## src/rtl/gbsha_fir_pkg.sv

```systemverilog
// Shared constants and types for the gbsha FIR and its decimator.
package gbsha_fir_pkg;

   localparam int BW_IN      = 8;
   localparam int BW_OUT     = 8;
   localparam int LOG2_R_DEF = 2;

   typedef logic signed [BW_IN-1:0] sample_t;

   // phase/counter width: at least one bit even when the window is a single sample
   function automatic int phase_w(input int log2_r);
      return (log2_r > 0) ? log2_r : 1;
   endfunction

endpackage

```

## src/rtl/gbsha_fir_decim_if.sv

```systemverilog
// Sample-in / average-out bus of the gbsha decimator.
interface gbsha_fir_decim_if
   import gbsha_fir_pkg::*;
#(
   parameter int BW_in  = BW_IN,
   parameter int BW_out = BW_OUT,
   parameter int LOG2_R = LOG2_R_DEF
);
   localparam int PW = phase_w(LOG2_R);

   logic                     en;
   logic signed [BW_in-1:0]  y_in;
   logic                     peak_clr;
   logic signed [BW_out-1:0] d_out;
   logic                     d_valid;
   logic [BW_out-2:0]        peak;
   logic [PW-1:0]            phase;

   modport master (
      output en, y_in, peak_clr,
      input  d_out, d_valid, peak, phase
   );

   modport slave (
      input  en, y_in, peak_clr,
      output d_out, d_valid, peak, phase
   );
endinterface

```

## src/rtl/gbsha_round_sat.sv

```systemverilog
// Round-half-up arithmetic right shift by SH, then saturate to W_OUT signed bits.
module gbsha_round_sat #(
   parameter int W_IN  = 10,
   parameter int SH    = 2,
   parameter int W_OUT = 8
) (
   input  logic signed [W_IN-1:0]  a_i,
   output logic signed [W_OUT-1:0] y_o
);
   localparam int WX    = W_IN + 1;
   localparam int RND_I = (SH > 0) ? (1 << ((SH > 0) ? SH - 1 : 0)) : 0;
   localparam logic signed [WX-1:0] RND = WX'(RND_I);

   logic signed [WX-1:0] ext;
   logic signed [WX-1:0] r;

   // one extra bit so the rounding add cannot wrap
   assign ext = WX'(a_i) + RND;
   assign r   = ext >>> SH;

   generate
      if (W_OUT >= WX) begin : g_wide
         assign y_o = W_OUT'(r);
      end else begin : g_sat
         logic [WX-W_OUT:0] hi;
         assign hi = r[WX-1:W_OUT-1];
         always_comb begin
            if (!r[WX-1] && (|hi))
               y_o = {1'b0, {(W_OUT-1){1'b1}}};
            else if (r[WX-1] && !(&hi))
               y_o = {1'b1, {(W_OUT-1){1'b0}}};
            else
               y_o = r[W_OUT-1:0];
         end
      end
   endgenerate
endmodule

```

## src/rtl/gbsha_fir_decim.sv

```systemverilog
// Integrate-and-dump decimator: averages 2^LOG2_R enabled samples, tracks peak |avg|.
module gbsha_fir_decim
   import gbsha_fir_pkg::*;
#(
   parameter int BW_in  = BW_IN,
   parameter int BW_out = BW_OUT,
   parameter int LOG2_R = LOG2_R_DEF
) (
   input  logic              clk,
   input  logic              rst,
   gbsha_fir_decim_if.slave  bus
);
   localparam int AW = BW_in + LOG2_R;
   localparam int PW = phase_w(LOG2_R);
   localparam logic [PW-1:0] LAST = PW'((1 << LOG2_R) - 1);

   logic signed [AW-1:0]     acc_q, acc_d, sum;
   logic [PW-1:0]            cnt_q, cnt_d;
   logic signed [BW_out-1:0] dout_q, dout_d, avg;
   logic                     vld_q, vld_d;
   logic [BW_out-2:0]        peak_q, peak_d, mag;
   logic [BW_out-1:0]        mag_full;
   logic                     dump;

   assign sum  = acc_q + AW'($signed(bus.y_in));
   assign dump = bus.en && (cnt_q == LAST);

   gbsha_round_sat #(
      .W_IN  (AW),
      .SH    (LOG2_R),
      .W_OUT (BW_out)
   ) u_round_sat (
      .a_i (sum),
      .y_o (avg)
   );

   // |most-negative| does not fit in BW_out-1 bits, so it clips to the max
   assign mag_full = avg[BW_out-1] ? BW_out'(-avg) : avg;
   assign mag      = mag_full[BW_out-1] ? '1 : mag_full[BW_out-2:0];

   always_comb begin
      acc_d  = acc_q;
      cnt_d  = cnt_q;
      dout_d = dout_q;
      vld_d  = 1'b0;
      peak_d = bus.peak_clr ? '0 : peak_q;
      if (bus.en) begin
         if (dump) begin
            acc_d  = '0;
            cnt_d  = '0;
            dout_d = avg;
            vld_d  = 1'b1;
            peak_d = (bus.peak_clr || (mag > peak_q)) ? mag : peak_q;
         end else begin
            acc_d = sum;
            cnt_d = cnt_q + PW'(1);
         end
      end
   end

   always_ff @(posedge clk) begin
      if (!rst) begin
         acc_q  <= '0;
         cnt_q  <= '0;
         dout_q <= '0;
         vld_q  <= 1'b0;
         peak_q <= '0;
      end else begin
         acc_q  <= acc_d;
         cnt_q  <= cnt_d;
         dout_q <= dout_d;
         vld_q  <= vld_d;
         peak_q <= peak_d;
      end
   end

   assign bus.d_out   = dout_q;
   assign bus.d_valid = vld_q;
   assign bus.peak    = peak_q;
   assign bus.phase   = cnt_q;
endmodule

```

## src/flat_wrapper.sv

```systemverilog
// flat-port wrapper written by rule: the top's interface ports become plain ports
module gbsha_fir_decim_flat import gbsha_fir_pkg::*;
#(
   parameter int BW_in  = BW_IN,
   parameter int BW_out = BW_OUT,
   parameter int LOG2_R = LOG2_R_DEF
)
  (clk, rst, bus_en, bus_y_in, bus_peak_clr, bus_d_out, bus_d_valid, bus_peak, bus_phase);
  gbsha_fir_decim_if #(.BW_in(BW_in), .BW_out(BW_out), .LOG2_R(LOG2_R)) bus_i ();
  input  logic clk;
  input  logic rst;
  input wire logic [$bits(bus_i.en)-1:0] bus_en;
  input wire logic [$bits(bus_i.y_in)-1:0] bus_y_in;
  input wire logic [$bits(bus_i.peak_clr)-1:0] bus_peak_clr;
  output wire logic [$bits(bus_i.d_out)-1:0] bus_d_out;
  output wire logic [$bits(bus_i.d_valid)-1:0] bus_d_valid;
  output wire logic [$bits(bus_i.peak)-1:0] bus_peak;
  output wire logic [$bits(bus_i.phase)-1:0] bus_phase;
  assign bus_i.en = bus_en;
  assign bus_i.y_in = bus_y_in;
  assign bus_i.peak_clr = bus_peak_clr;
  assign bus_d_out = bus_i.d_out;
  assign bus_d_valid = bus_i.d_valid;
  assign bus_peak = bus_i.peak;
  assign bus_phase = bus_i.phase;
  gbsha_fir_decim #(.BW_in(BW_in), .BW_out(BW_out), .LOG2_R(LOG2_R)) u_core (.clk(clk), .rst(rst), .bus(bus_i));
endmodule
```

## config.mk

```make
export PLATFORM = sky130hd
export DESIGN_NAME = gbsha_fir_decim_flat
export DESIGN_NICKNAME = d
export VERILOG_FILES = /design/src/rtl/gbsha_fir_pkg.sv /design/src/rtl/gbsha_fir_decim_if.sv /design/src/rtl/gbsha_round_sat.sv /design/src/rtl/gbsha_fir_decim.sv /design/src/flat_wrapper.sv
export SDC_FILE = /design/constraint.sdc
export NUM_CORES = 1
export LEC_CHECK = 0
export CORE_MARGIN = 4
export CORE_UTILIZATION = 52
export CTS_CLUSTER_SIZE = 16
export DETAILED_ROUTE_END_ITERATION = 10
export PLACE_DENSITY = 0.76
export SLEW_MARGIN = 10
export SYNTH_ARGS = -nofsm -noshare
export SYNTH_HDL_FRONTEND = slang
export SYNTH_SLANG_ARGS = --single-unit
```

## constraint.sdc

```tcl
create_clock -name clk -period 12.6 [get_ports clk]
set_input_delay 3.78 -clock clk [delete_from_list [all_inputs] [get_ports clk]]
set_output_delay 3.78 -clock clk [all_outputs]
set_load 0.02 [all_outputs]
```

* Yosys cells after proc, flatten, opt, wreduce, memory -nomap -nowiden
Cells that the tools add are included.
** Cells by class
- Add/sub/neg operators :: 4
- $lt $le $gt $ge :: 1
- Equality and inequality tests :: 2
- Muxes and demuxes :: 11
- Reductions and logical operators :: 10
** Operators with widths (number)
- $mux 7 :: 5
- $mux 8 :: 3
- $add 10x3->11 const B :: 1
- $add 10x8->10 :: 1
- $mux 10 :: 1
- $neg 8->8 :: 1
- $gt 7x7->1 :: 1
- $reduce_and 2->1 :: 3
- $logic_and 1x1->1 :: 3
- $ne 3x3->1 const B :: 1
- $add 2x1->2 const B :: 1
- $eq 2x2->1 const B :: 1
- $logic_not 1->1 :: 2
- $mux 2 :: 1
- $reduce_or 2->1 :: 1
- $logic_or 1x1->1 :: 1
- $mux 1 :: 1
** Word-level totals
- Register bits :: 28
- Input bits :: 12
- Output and inout port bits :: 18
- Word-level logic and storage cells :: 33

* Depth between registers and ports, before layout
- Depth after elaboration :: 15
- Gate-level depth with buffers :: 22
- Gate-level depth less buffers :: 21

* Cells and area by module
A second synthesis with hierarchy kept.
** Second synthesis, totals
- Cells, all modules :: 265
- Area total of the unflattened synthesis :: 2164.6 um2
** Modules (own cells, without submodules)
- gbsha_fir_decim :: times used 1, cells an instance 223, area an instance 1874.3 um2, sequential area each 560.5 um2
- gbsha_round_sat :: times used 1, cells an instance 42, area an instance 290.3 um2, sequential area each 0.0 um2

* Worst setup path after synthesis
Ideal clock, no wire load.
- Path kind :: in2reg
- Start :: input bus_y_in[0]
- End :: register u_core.peak_q[1] (netlist: u_core.bus.peak[1])
- Setup time :: 117 ps
- Arrival time :: 8381 ps
- Data required time :: 12483 ps
- Path slack :: 4102 ps
- Cell stages on the path :: 21
- Buffers on the path :: 0
- Cell sequence :: ha_1 -> fa_1 -> xor2_1 -> ha_1 -> o21ai_0 -> nor4_2 -> o31a_1 -> a32oi_2 -> a2111oi_1 -> nand4_2 -> nand2_1 -> ha_1 -> nor2b_1 -> o21a_1 -> o21a_1 -> o21a_1 -> o21a_1 -> o21a_1 -> o21ai_0 -> nand2_1 -> a32o_1
** On the way
- Longest elaborated chain between the ends :: 13
- Elaborated cells between the ends (all ways) :: 19
- Classes of those cells :: 3 x add/sub; 1 x order compare; 1 x eq/ne; 7 x mux; 7 x reduce/logical
** Ends and longest elaborated chain
- start, declared :: RTL line flat_wrapper.sv:13 : input wire logic [$bits(bus_i.y_in)-1:0] bus_y_in;
- $add 10x8->10 (*) :: RTL line gbsha_fir_decim.sv:25 : assign sum = acc_q + AW'($signed(bus.y_in));
- $add 10x3->11 (*) :: RTL line gbsha_round_sat.sv:18 : assign ext = WX'(a_i) + RND;
- $reduce_and 2->1 :: RTL line gbsha_round_sat.sv:30 : else if (r[WX-1] && !(&hi))
- $logic_not 1->1 :: RTL line gbsha_round_sat.sv:30
- $logic_and 1x1->1 :: RTL line gbsha_round_sat.sv:30
- $mux 8 :: RTL line gbsha_round_sat.sv:30
- $mux 8 (*) :: RTL line gbsha_round_sat.sv:28 : if (!r[WX-1] && (|hi))
- $neg 8->8 :: RTL line gbsha_fir_decim.sv:38 : assign mag_full = avg[BW_out-1] ? BW_out'(-avg) : avg;
- $mux 8 (*) :: RTL line gbsha_fir_decim.sv:38
- $mux 7 (*) :: RTL line gbsha_fir_decim.sv:39 : assign mag = mag_full[BW_out-1] ? '1 : mag_full[BW_out-2:0];
- $gt 7x7->1 / $mux 7 (equally long branches) :: RTL line gbsha_fir_decim.sv:53 : peak_d = (bus.peak_clr || (mag > peak_q)) ? mag : peak_q;
- $logic_or 1x1->1 / $mux 7 (equally long branches) :: RTL line gbsha_fir_decim.sv:53, gbsha_fir_decim.sv:48
- $ne 3x3->1 (no source line) / $mux 7 (equally long branches)
- end signal, assigned :: RTL line gbsha_fir_decim.sv:73 : peak_q <= peak_d;
- end, declared :: RTL line gbsha_fir_decim.sv:21 : logic [BW_out-2:0] peak_q, peak_d, mag;
Mark *: on every way between the ends. The rest lies on a longest branch, timed or not. The select of a mux whose other input is x is not followed.
A chain may end at the register's enable or synchronous reset.

* Worst setup path in the final report
- Start :: input bus_y_in[0]
- End :: register u_core.peak_q[4] (netlist: u_core.bus.peak[4])
The elaborated chain is that of the path after synthesis.

==> impl_metrics.json <==
{
  "skew_ns": 0.00911,
  "htree_num_levels": 1,
  "use_met1_pct": 33.5,
  "critPathMaxFanout": 8,
  "internal-power_mw": 0.208,
  "antenna_found_initial": 0,
  "fin_crit_ns": 9.55,
  "cts_made_buffers": 3,
  "synth_cell_types": 66,
  "insertion_delay_ns": 0.28,
  "post-route-util_pct": 61.9,
  "clkSlewWorstSetupHoldPaths_ns": 0.10,
  "ys_dominant_reg_cell": "dfxtp_1",
  "tightest_slew_ns": 0.844,
  "die_area_sq_um": 5640,
  "root_buffer": "clkbuf_8",
  "rsz0062_at_grt": "false",
  "use_met2_pct": 34.6,
  "grt_start_max_net_pins": 22,
  "hold_path_class": "flop to flop",
  "fin_crit_sh_pct": 75.8,
  "ant_nets": 0,
  "cts_setup_buffers": 0,
  "drt_iter0_drc": 194,
  "ys_seq_area_share_pct": 23.9,
  "cap_violations": 0,
  "relSlewSlack_pct": 43.3,
  "grt_busiest_layer": "met2",
  "r2r-start": "u_core.acc_q[0]",
  "synth_fp_nets": 313,
  "wl_per_cell_um": 16.5,
  "synth-seq-cells": 28,
  "fp.dieH_um": 75.1,
  "final_cells": 357,
  "required_ns": 12.80,
  "die_width_um": 75.1,
  "grt_usage_pct": 22.4,
  "p_comb_share_pct": 60.3,
  "area_growth_pct": 15.0,
  "grt_util_met3_pct": 3.34,
  "overflow": 0,
  "yosysTopAreaCell": "dfxtp_1",
  "min-delay-start": "u_core.bus.d_out[5]",
  "reg2reg_setup_slack_ns": 6.65,
  "hold_viol_final": 0,
  "place_ws_ns": 2.90,
  "synth-edff-count": 0,
  "synthTopCellsByArea": "dfxtp_1 (24%), ha_1 (10%), nor2_1 (5.1%)",
  "cts_resized": 0,
  "drv_slew": 0,
  "start_util_pct": 53.8,
  "yosys_warnings": 0,
  "static-leakage-power_nw": 1.03,
  "dp_cells": 354,
  "fmaxAchievable_mhz": 105,
  "wirelength_um": 5880,
  "cts_sinks": 28,
  "seqPwrFrac_pct": 25.9,
  "postSynth.asyncResetShare_pct": 0,
  "place_congestion": 0.895,
  "coreArea_sq_um": 4350,
  "vias": 2222,
  "io_pins": 30,
  "power_switching_mw": 0.166,
  "syn_area_sq_um": 2340,
  "nNetsFinal": 339,
  "final-setup-viol-count": 0,
  "drc": 0,
  "syn_inst": 281,
  "swShare_pct": 44.4,
  "endpoint_kind": "flop",
  "io_buffer_count": 29,
  "worst_slack_ns": 3.05,
  "cp-startpoint": "bus_y_in[0]",
  "clkPwrFrac_pct": 13.7,
  "rows": 24,
  "synth_common_cells": "nor2_1 (32), dfxtp_1 (28), nand2_1 (24)",
  "clockBufferDepth": 2,
  "diodes": 0,
  "criticalPathCategory": "input port to flop",
  "hpwl_um": 4390,
  "synth.most_common_cell": "nor2_1",
  "yosys.area.top_type_share_pct": 23.9,
  "postSynthAreaPerCell_sq_um": 8.34,
  "p_per_area_nw_per_um2": 139,
  "status": "completed",
  "avgViaCountPerCell": 6.22,
  "drive_above_1_share_pct": 6.89,
  "grt_pass1_wl_um": 9970,
  "cp-start-kind": "input port",
  "irDropWorstVdd_v": 0.0000717,
  "drtPass1Iterations": 4,
  "final.setup.tns_ns": 0,
  "grt_pass1_vias": 2111,
  "cts_tree": "built",
  "ctsHoldBuffers": 0,
  "worstPathArrival_ns": 9.75
}
[cells by family (layout without fill, tap and decap cells)]
group | count (synthesis) | count (layout) | synth area share (%)
xor gates and xnor gates | 14 | 14 | 5.55
muxes | 6 | 6 | 2.62
adders and majority gates | 20 | 20 | 11.0
DFF | 28 | 28 | 23.9
buffers and inverters | 21 | 45 | 4.00
and+or+nand+nor | 101 | 101 | 22.6
AOI/OAI and AO/OA | 91 | 91 | 30.3
[area by class of cell]
class                      count  area, sq um
multi-input combinational    232         1690
fill                         379         1660
sequential                    28          561
timing repair buffer          29          290
tap                           52         65.1
inverter                      13         48.8
clock buffer                   3         41.3
[critical path: stages]
cell and delay (ns):
clkdlybuf4s50_1 0.40, ha_1 0.24, fa_1 0.45, xor2_1 0.40, ha_1 0.43, o21ai_0 0.18
nor4_2 0.51, o31a_1 0.25, a32oi_2 0.18, a2111oi_1 0.42, nand4_2 0.31, nand2_1 0.18
ha_1 0.25, nor2b_1 0.13, o21a_1 0.16, o21a_1 0.17, o21a_1 0.16, o21a_1 0.18
o21a_1 0.17, o21ai_0 0.35, and2_1 0.30, o2bb2ai_1 0.15
[sequential cells by signal, indices dropped and copies added (netlist names)]
name / flops
u_core.bus.peak: 7
u_core.bus.phase: 2
u_core.bus.d_valid: 1
u_core.acc_q: 10
u_core.bus.d_out: 8
[path summary, 6_finish.rpt]
check                         to  depth (start not counted)
max reg2reg   u_core.bus.peak[4]                         21
min          u_core.bus.d_out[5]                          2
max           u_core.bus.peak[4]                         22
min reg2reg  u_core.bus.d_out[5]                          2
[per-stage QoR]
stage / power (mW) / hold slack [ns] / area, sq um
2_1_floorplan: 0.275 / 0.445 / 2340
3_3_place_gp: 0.314 / 0.443 / 2650
3_5_place_dp: 0.316 / 0.457 / 2650
4_1_cts: 0.370 / 0.478 / 2700
5_1_grt: 0.404 / 0.505 / 2700
6_report: 0.373 / 0.474 / 2700
[per-layer routing]
layer | wire length (um) | vias to the layer above
met4 | 29 | 0
met5 | 0 | -
met2 | 2660 | 76
li1 | - | 1105
met3 | 301 | 2
met1 | 2900 | 1039
[power by group through the flow]
stage               clock network [mW]  logic [mW]  registers (mW)
floorplan                            0       0.175          0.0998
global placement                     0       0.215          0.0988
detailed placement                   0       0.218          0.0989
CTS                             0.0537       0.220          0.0969
global route                    0.0572       0.249          0.0975
finish                          0.0512       0.225          0.0969
[placed cells by master, fill, tap and decap left out, types with 2 or more instances in the layout]
cell             count
nor2_1              32
clkdlybuf4s50_1     29
dfxtp_1             28
nand2_1             24
a21oi_1             20
ha_1                19
inv_1               12
xnor2_1              9
o211ai_1             9
o21a_1               8
nand3_1              8
a31oi_1              8
and2_1               7
and3_1               6
o21ai_0              6
a211oi_1             6
mux2i_1              5
xor2_1               4
or3_1                4
nor2b_1              3
clkbuf_8             3
o21ai_1              2
nor3b_1              2
o21ba_2              2
nor4_2               2
o2111a_1             2
nand4_1              2
and4_1               2
a21o_1               2
nor3_1               2
a32o_1               2
o2bb2ai_1            2
No activity file was read; power rests on OpenSTA's default activity.
